<file path="src/rtl/scan_word.sv">
// scan_word: receive-side byte/word collector for the debug controller.
// Assembles one byte or one little-endian 32-bit word from UART receiver
// strobes and hands it over with a four-phase req_rx/ack_rx exchange.
// An inter-byte timeout ends a word that stalls after its first byte.
//
// state | meaning
// ------+-----------------------------------------------------------------
// IDLE  | no request pending, bytes from the receiver are dropped
// RECV  | accepting bytes into the staging register, timeout armed after byte 0
// DONE  | ack_rx (and err_rx) held until the controller drops req_rx

module scan_word #(
  parameter int unsigned TIMEOUT_CYC = 1_000_000,
  parameter int unsigned CNT_W       = 20
) (
  input  logic        clk_tx,
  input  logic        rst,
  input  logic        req_rx,
  input  logic        type_rx,
  input  logic        vld_rx,
  input  logic [7:0]  d_rx,
  output logic        rdy_rx,
  output logic [31:0] din_rx,
  output logic        ack_rx,
  output logic        err_rx
);

  typedef enum logic [1:0] {
    IDLE = 2'd0,
    RECV = 2'd1,
    DONE = 2'd2
  } state_t;

  localparam bit             TO_EN  = (TIMEOUT_CYC != 0);
  localparam logic [CNT_W-1:0] TO_VAL = CNT_W'(TIMEOUT_CYC);

  state_t             state;
  state_t             state_nx;
  logic               word_q;
  logic [2:0]         count;
  logic [CNT_W-1:0]   timer;
  logic [31:0]        stage;
  logic [31:0]        stage_merge;

  logic               accept;
  logic               last_byte;
  logic               timeout_hit;

  logic               rdy_nx;
  logic               ack_nx;
  logic               err_nx;
  logic [31:0]        din_nx;

  // rdy_rx is registered and high exactly while in RECV, so it qualifies the strobe
  assign accept      = vld_rx && rdy_rx;
  assign last_byte   = accept && (word_q ? (count == 3'd3) : (count == 3'd0));
  // timer only advances once a byte has been taken, so count!=0 keeps the
  // wait for the first byte unbounded
  assign timeout_hit = TO_EN && (count != 3'd0) && (timer == TO_VAL);

  // Merge the incoming byte into its little-endian lane of the staging value
  always_comb begin
    stage_merge = stage;
    case (count[1:0])
      2'd0:    stage_merge[7:0]   = d_rx;
      2'd1:    stage_merge[15:8]  = d_rx;
      2'd2:    stage_merge[23:16] = d_rx;
      default: stage_merge[31:24] = d_rx;
    endcase
  end

  // State register
  always_ff @(posedge clk_tx or posedge rst) begin
    if (rst) begin
      state <= IDLE;
    end else begin
      state <= state_nx;
    end
  end

  // Next-state decode; an accepted byte always beats a coincident timeout,
  // and a dropped request beats everything while receiving
  always_comb begin
    state_nx = state;
    case (state)
      IDLE: begin
        if (req_rx) begin
          state_nx = RECV;
        end
      end
      RECV: begin
        if (!req_rx) begin
          state_nx = IDLE;
        end else if (last_byte) begin
          state_nx = DONE;
        end else if (timeout_hit && !accept) begin
          state_nx = DONE;
        end
      end
      DONE: begin
        if (!req_rx) begin
          state_nx = IDLE;
        end
      end
      default: state_nx = IDLE;
    endcase
  end

  // Next values of the registered outputs, derived from the transition being taken
  always_comb begin
    rdy_nx = (state_nx == RECV);
    ack_nx = (state_nx == DONE);
    err_nx = 1'b0;
    din_nx = din_rx;
    if (state == RECV && state_nx == DONE) begin
      if (last_byte) begin
        din_nx = word_q ? stage_merge : {24'd0, stage_merge[7:0]};
      end else begin
        err_nx = 1'b1;
      end
    end else if (state == DONE && state_nx == DONE) begin
      err_nx = err_rx;
    end
  end

  // Output registers
  always_ff @(posedge clk_tx or posedge rst) begin
    if (rst) begin
      rdy_rx <= 1'b0;
      ack_rx <= 1'b0;
      err_rx <= 1'b0;
      din_rx <= 32'd0;
    end else begin
      rdy_rx <= rdy_nx;
      ack_rx <= ack_nx;
      err_rx <= err_nx;
      din_rx <= din_nx;
    end
  end

  // Request type, byte count, inter-byte timer and staging value
  always_ff @(posedge clk_tx or posedge rst) begin
    if (rst) begin
      word_q <= 1'b0;
      count  <= 3'd0;
      timer  <= '0;
      stage  <= 32'd0;
    end else begin
      case (state)
        IDLE: begin
          if (req_rx) begin
            word_q <= type_rx;
            count  <= 3'd0;
            timer  <= '0;
            stage  <= 32'd0;
          end
        end
        RECV: begin
          if (accept) begin
            stage <= stage_merge;
            count <= count + 3'd1;
            timer <= '0;
          end else if (count != 3'd0 && timer != '1) begin
            // saturate so a disabled timeout never wraps into a false match
            timer <= timer + 1'b1;
          end
        end
        default: begin
        end
      endcase
    end
  end

endmodule

</file>
<file path="config.mk">
export PLATFORM = sky130hd
export DESIGN_NAME = scan_word
export DESIGN_NICKNAME = d
export VERILOG_FILES = /design/src/rtl/scan_word.sv
export SDC_FILE = /design/constraint.sdc
export NUM_CORES = 1
export LEC_CHECK = 0
export CAP_MARGIN = 20
export CELL_PAD_IN_SITES_DETAIL_PLACEMENT = 1
export CELL_PAD_IN_SITES_GLOBAL_PLACEMENT = 1
export CORE_ASPECT_RATIO = 0.8
export CORE_MARGIN = 4
export CORE_UTILIZATION = 46
export CTS_BUF_LIST = sky130_fd_sc_hd__clkbuf_4 sky130_fd_sc_hd__clkbuf_8
export DETAILED_ROUTE_END_ITERATION = 6
export HOLD_SLACK_MARGIN = 0.03
export PLACE_DENSITY_LB_ADDON = 0.25
export REMOVE_ABC_BUFFERS = 1
export SETUP_SLACK_MARGIN = 0.02
export SKIP_CTS_REPAIR_TIMING = 1
export SLEW_MARGIN = 20
export SYNTH_ARGS = -nofsm -noshare
export SYNTH_HDL_FRONTEND = slang
export SYNTH_SLANG_ARGS = --single-unit
export TNS_END_PERCENT = 50
</file>
<file path="constraint.sdc">
create_clock -name clk_tx -period 3.84 [get_ports clk_tx]
set_input_delay 0.96 -clock clk_tx [delete_from_list [all_inputs] [get_ports clk_tx]]
set_output_delay 0.96 -clock clk_tx [all_outputs]
set_load 0.02 [all_outputs]
</file>
==> flow_summary.yaml <==
power_and_ir_drop:
  p_clk_share_pct: 25.0
  totalPowerFinal_mw: 2.69
  power.share.combinational_pct: 29.9
  ir_drop_v: 0.000250
  switching_power_mw: 0.913
  pwr-share-seq_pct: 45.1
  p_leak_nw: 2.26
  sw_frac_of_total_pct: 33.9
  pwr_density_cell_nw_per_um2: 516
  p_int_mw: 1.78
final_layout:
  antennaDiodeCount: 0
  drive_gt1_share_pct: 12.4
  layout.cells.non_filler: 592
  area_growth_syn_to_layout_pct: 18.5
  fill_cells: 1027
  design_area_um2: 5230
  final_core_util_pct: 56.8
  nets: 493
drt:
  finalWirelength_um: 11500
  vias_per_cell: 5.92
  wl_per_cell_um: 19.4
  drc: 0
  first_pass_iters: 4
  first_iter_violations: 201
  vias: 3502
  ant_nets: 0
synthesis:
  synth_common_cells: "dfrtp_1 (93), nand2_1 (71), o21ai_0 (39), a22o_1 (32), mux2_2 (25)"
  yosysTopAreaCell: "dfrtp_1"
  postSynthCellCount: 426
  yosys_warnings: 0
  yosysMostFrequentCell: "dfrtp_1"
  synth_area_per_cell_um2: 10.3
  yosysSeqAreaShare_pct: 52.8
  yosysUniqueCellTypes: 46
  synth-seq-cells: 93
  ys.flop_type: "dfrtp_1"
  synth_top_area_share_pct: 52.8
  async_flop_share_pct: 100
  synth_edf_count: 0
  mappedNetlistArea_um2: 4410
  yosys-top-cells-area: "dfrtp_1 (53%), mux2_2 (6.4%), a22o_1 (6.4%)"
floorplan:
  coreArea_um2: 9190
  ios: 48
  die_w_um: 117
  dieHeight_um: 95.6
  start_util_pct: 48.0
  rows: 31
  die_area_um2: 11200
clocking:
  cts-root-buf: "clkbuf_8"
  clkSlewWorstSetupHoldPaths_ns: 0.10
  cts_sinks: 93
  clockBufferDepth: 2
  cts_buffers: 9
  insertion_delay_ns: 0.36
  htree_num_levels: 3
  cts_tree: "built"
timing:
  maxSlewViolCount: 0
  skew_ns: 0.0103
  tightest_slew_ns: 0.970
  hold_viol: 0
  holdWs_ns: 0.485
  setup_viol: 0
  worst_slew_margin_rel_pct: 35.3
  rsz0062_at_grt: "false"
  timing.final.ws_setup_ns: 0.921
  finalCritPeriodShare_pct: 76.0
  finalCriticalPeriod_ns: 2.92
  tns_ns: 0
  max_freq_mhz: 343
placed_design:
  place_area_um2: 5020
  dp_cells: 576
  place_congestion: 0.814
  dp_slack_ns: 0.697
  portBuffers: 47
  hpwlAfterDp_um: 7980
status:
  status: "complete, no violations"
setup_path:
  crit_fanout: 40
  r2r_cells: 8
  worstSetupEndpointType: "register"
  crit_required_ns: 4.08
  r2r_slack_ns: 0.92
  path_class: "register to register"
  start_kind: "register"
  cp.arrival_ns: 3.16
global_route:
  grt_overflow: 0
  grt_pass1_vias: 3629
  grt_pass1_wl_um: 19100
  track_usage_pct: 21.7
  antenna_found_initial: 0
  grt_max_degree: 46
min_path:
  hold_class: "register to register"
  holdPathStages: 2
run:
  cap_violations: 0
cell usage in the layout (no fill, tap or decap), types with 4 or more instances in the layout:
cell             synthesis  routed
or3_1                    7       7
nand2_1                 71      71
o31ai_1                  4       4
nand4_1                  5       5
mux2i_1                  9       9
ha_1                     8       8
nand2b_1                 5       5
or4_1                    4       4
o21ai_1                  4       4
clkdlybuf4s50_1          0      47
a22o_1                  32      32
o211ai_1                 4       4
o21ai_0                 39      39
and2_1                   4       4
nand3_1                 16      15
a21oi_1                 13      13
buf_4                    2       9
dfrtp_1                 93      93
mux2_2                  25      25
inv_1                    8       7
nor2_1                  12      12
clkbuf_8                 0      10
critical path: stages, from the launching register on:
cell      delay, ns
dfrtp_1        0.45
inv_1          0.11
ha_1           0.55
nand2b_1       0.17
o21ai_0        0.45
nand3_2        0.52
buf_12         0.35
nand2_1        0.09
o21ai_0        0.09
power groups by stage:
stage / combinational (mW) / sequential (mW) / clock, mW
final: 0.805 / 1.22 / 0.674
after global routing: 0.877 / 1.24 / 0.736
after floorplan: 0.415 / 1.29 / 0
after CTS: 0.809 / 1.22 / 0.690
after global placement: 0.770 / 1.23 / 0
after detailed placement: 0.798 / 1.24 / 0
layer usage:
metal	vias up	GRT usage (%)	routed length (um)	part of all wire [%]
met5	-	0	0	0
met4	0	6.84	162	1.4
met3	11	5.16	391	3.4
met2	70	33.6	5130	45
met1	1793	30.6	5820	51
li1	1628	-	-	-
sequential cells by signal, indices dropped and copies added (netlist names):
signal,cells
stage,32
err_rx,1
ack_rx,1
timer,20
word_q,1
state,2
din_rx,32
count,3
rdy_rx,1
worst paths after layout:
kind                                        start                      to
setup / recovery             count[0]$_DFFE_PP0P_   din_rx[3]$_DFFE_PP0P_
hold reg to reg            din_rx[18]$_DFFE_PP0P_  din_rx[18]$_DFFE_PP0P_
setup reg to reg             count[0]$_DFFE_PP0P_   din_rx[3]$_DFFE_PP0P_
max in group asynchronous                     rst    count[2]$_DFFE_PP0P_
hold / removal             din_rx[18]$_DFFE_PP0P_  din_rx[18]$_DFFE_PP0P_
min in group asynchronous                     rst  din_rx[12]$_DFFE_PP0P_
cells by family (layout without fill, tap and decap cells):
group | count (synthesis) | after routing | synth area share, %
xor gates and xnor gates | 3 | 3 | 0.596
adders and majority gates | 8 | 8 | 2.27
AOI/OAI and AO/OA | 110 | 110 | 16.7
buffers and inverters | 30 | 81 | 2.75
and+or+nand+nor | 148 | 148 | 16.5
DFF | 93 | 93 | 52.8
muxes | 34 | 34 | 8.43
area by class of cell:
class | instances | area (um2) | area share [%]
Sequential cell | 93 | 2330 | 44.5
Multi-Input combinational cell | 303 | 1960 | 37.6
Timing Repair Buffer | 57 | 558 | 10.7
Tap cell | 115 | 144 | 2.75
Clock buffer | 10 | 138 | 2.63
Clock inverter | 6 | 62.6 | 1.20
Inverter | 8 | 31.3 | 0.599
Power figures use the tool's default switching activity.
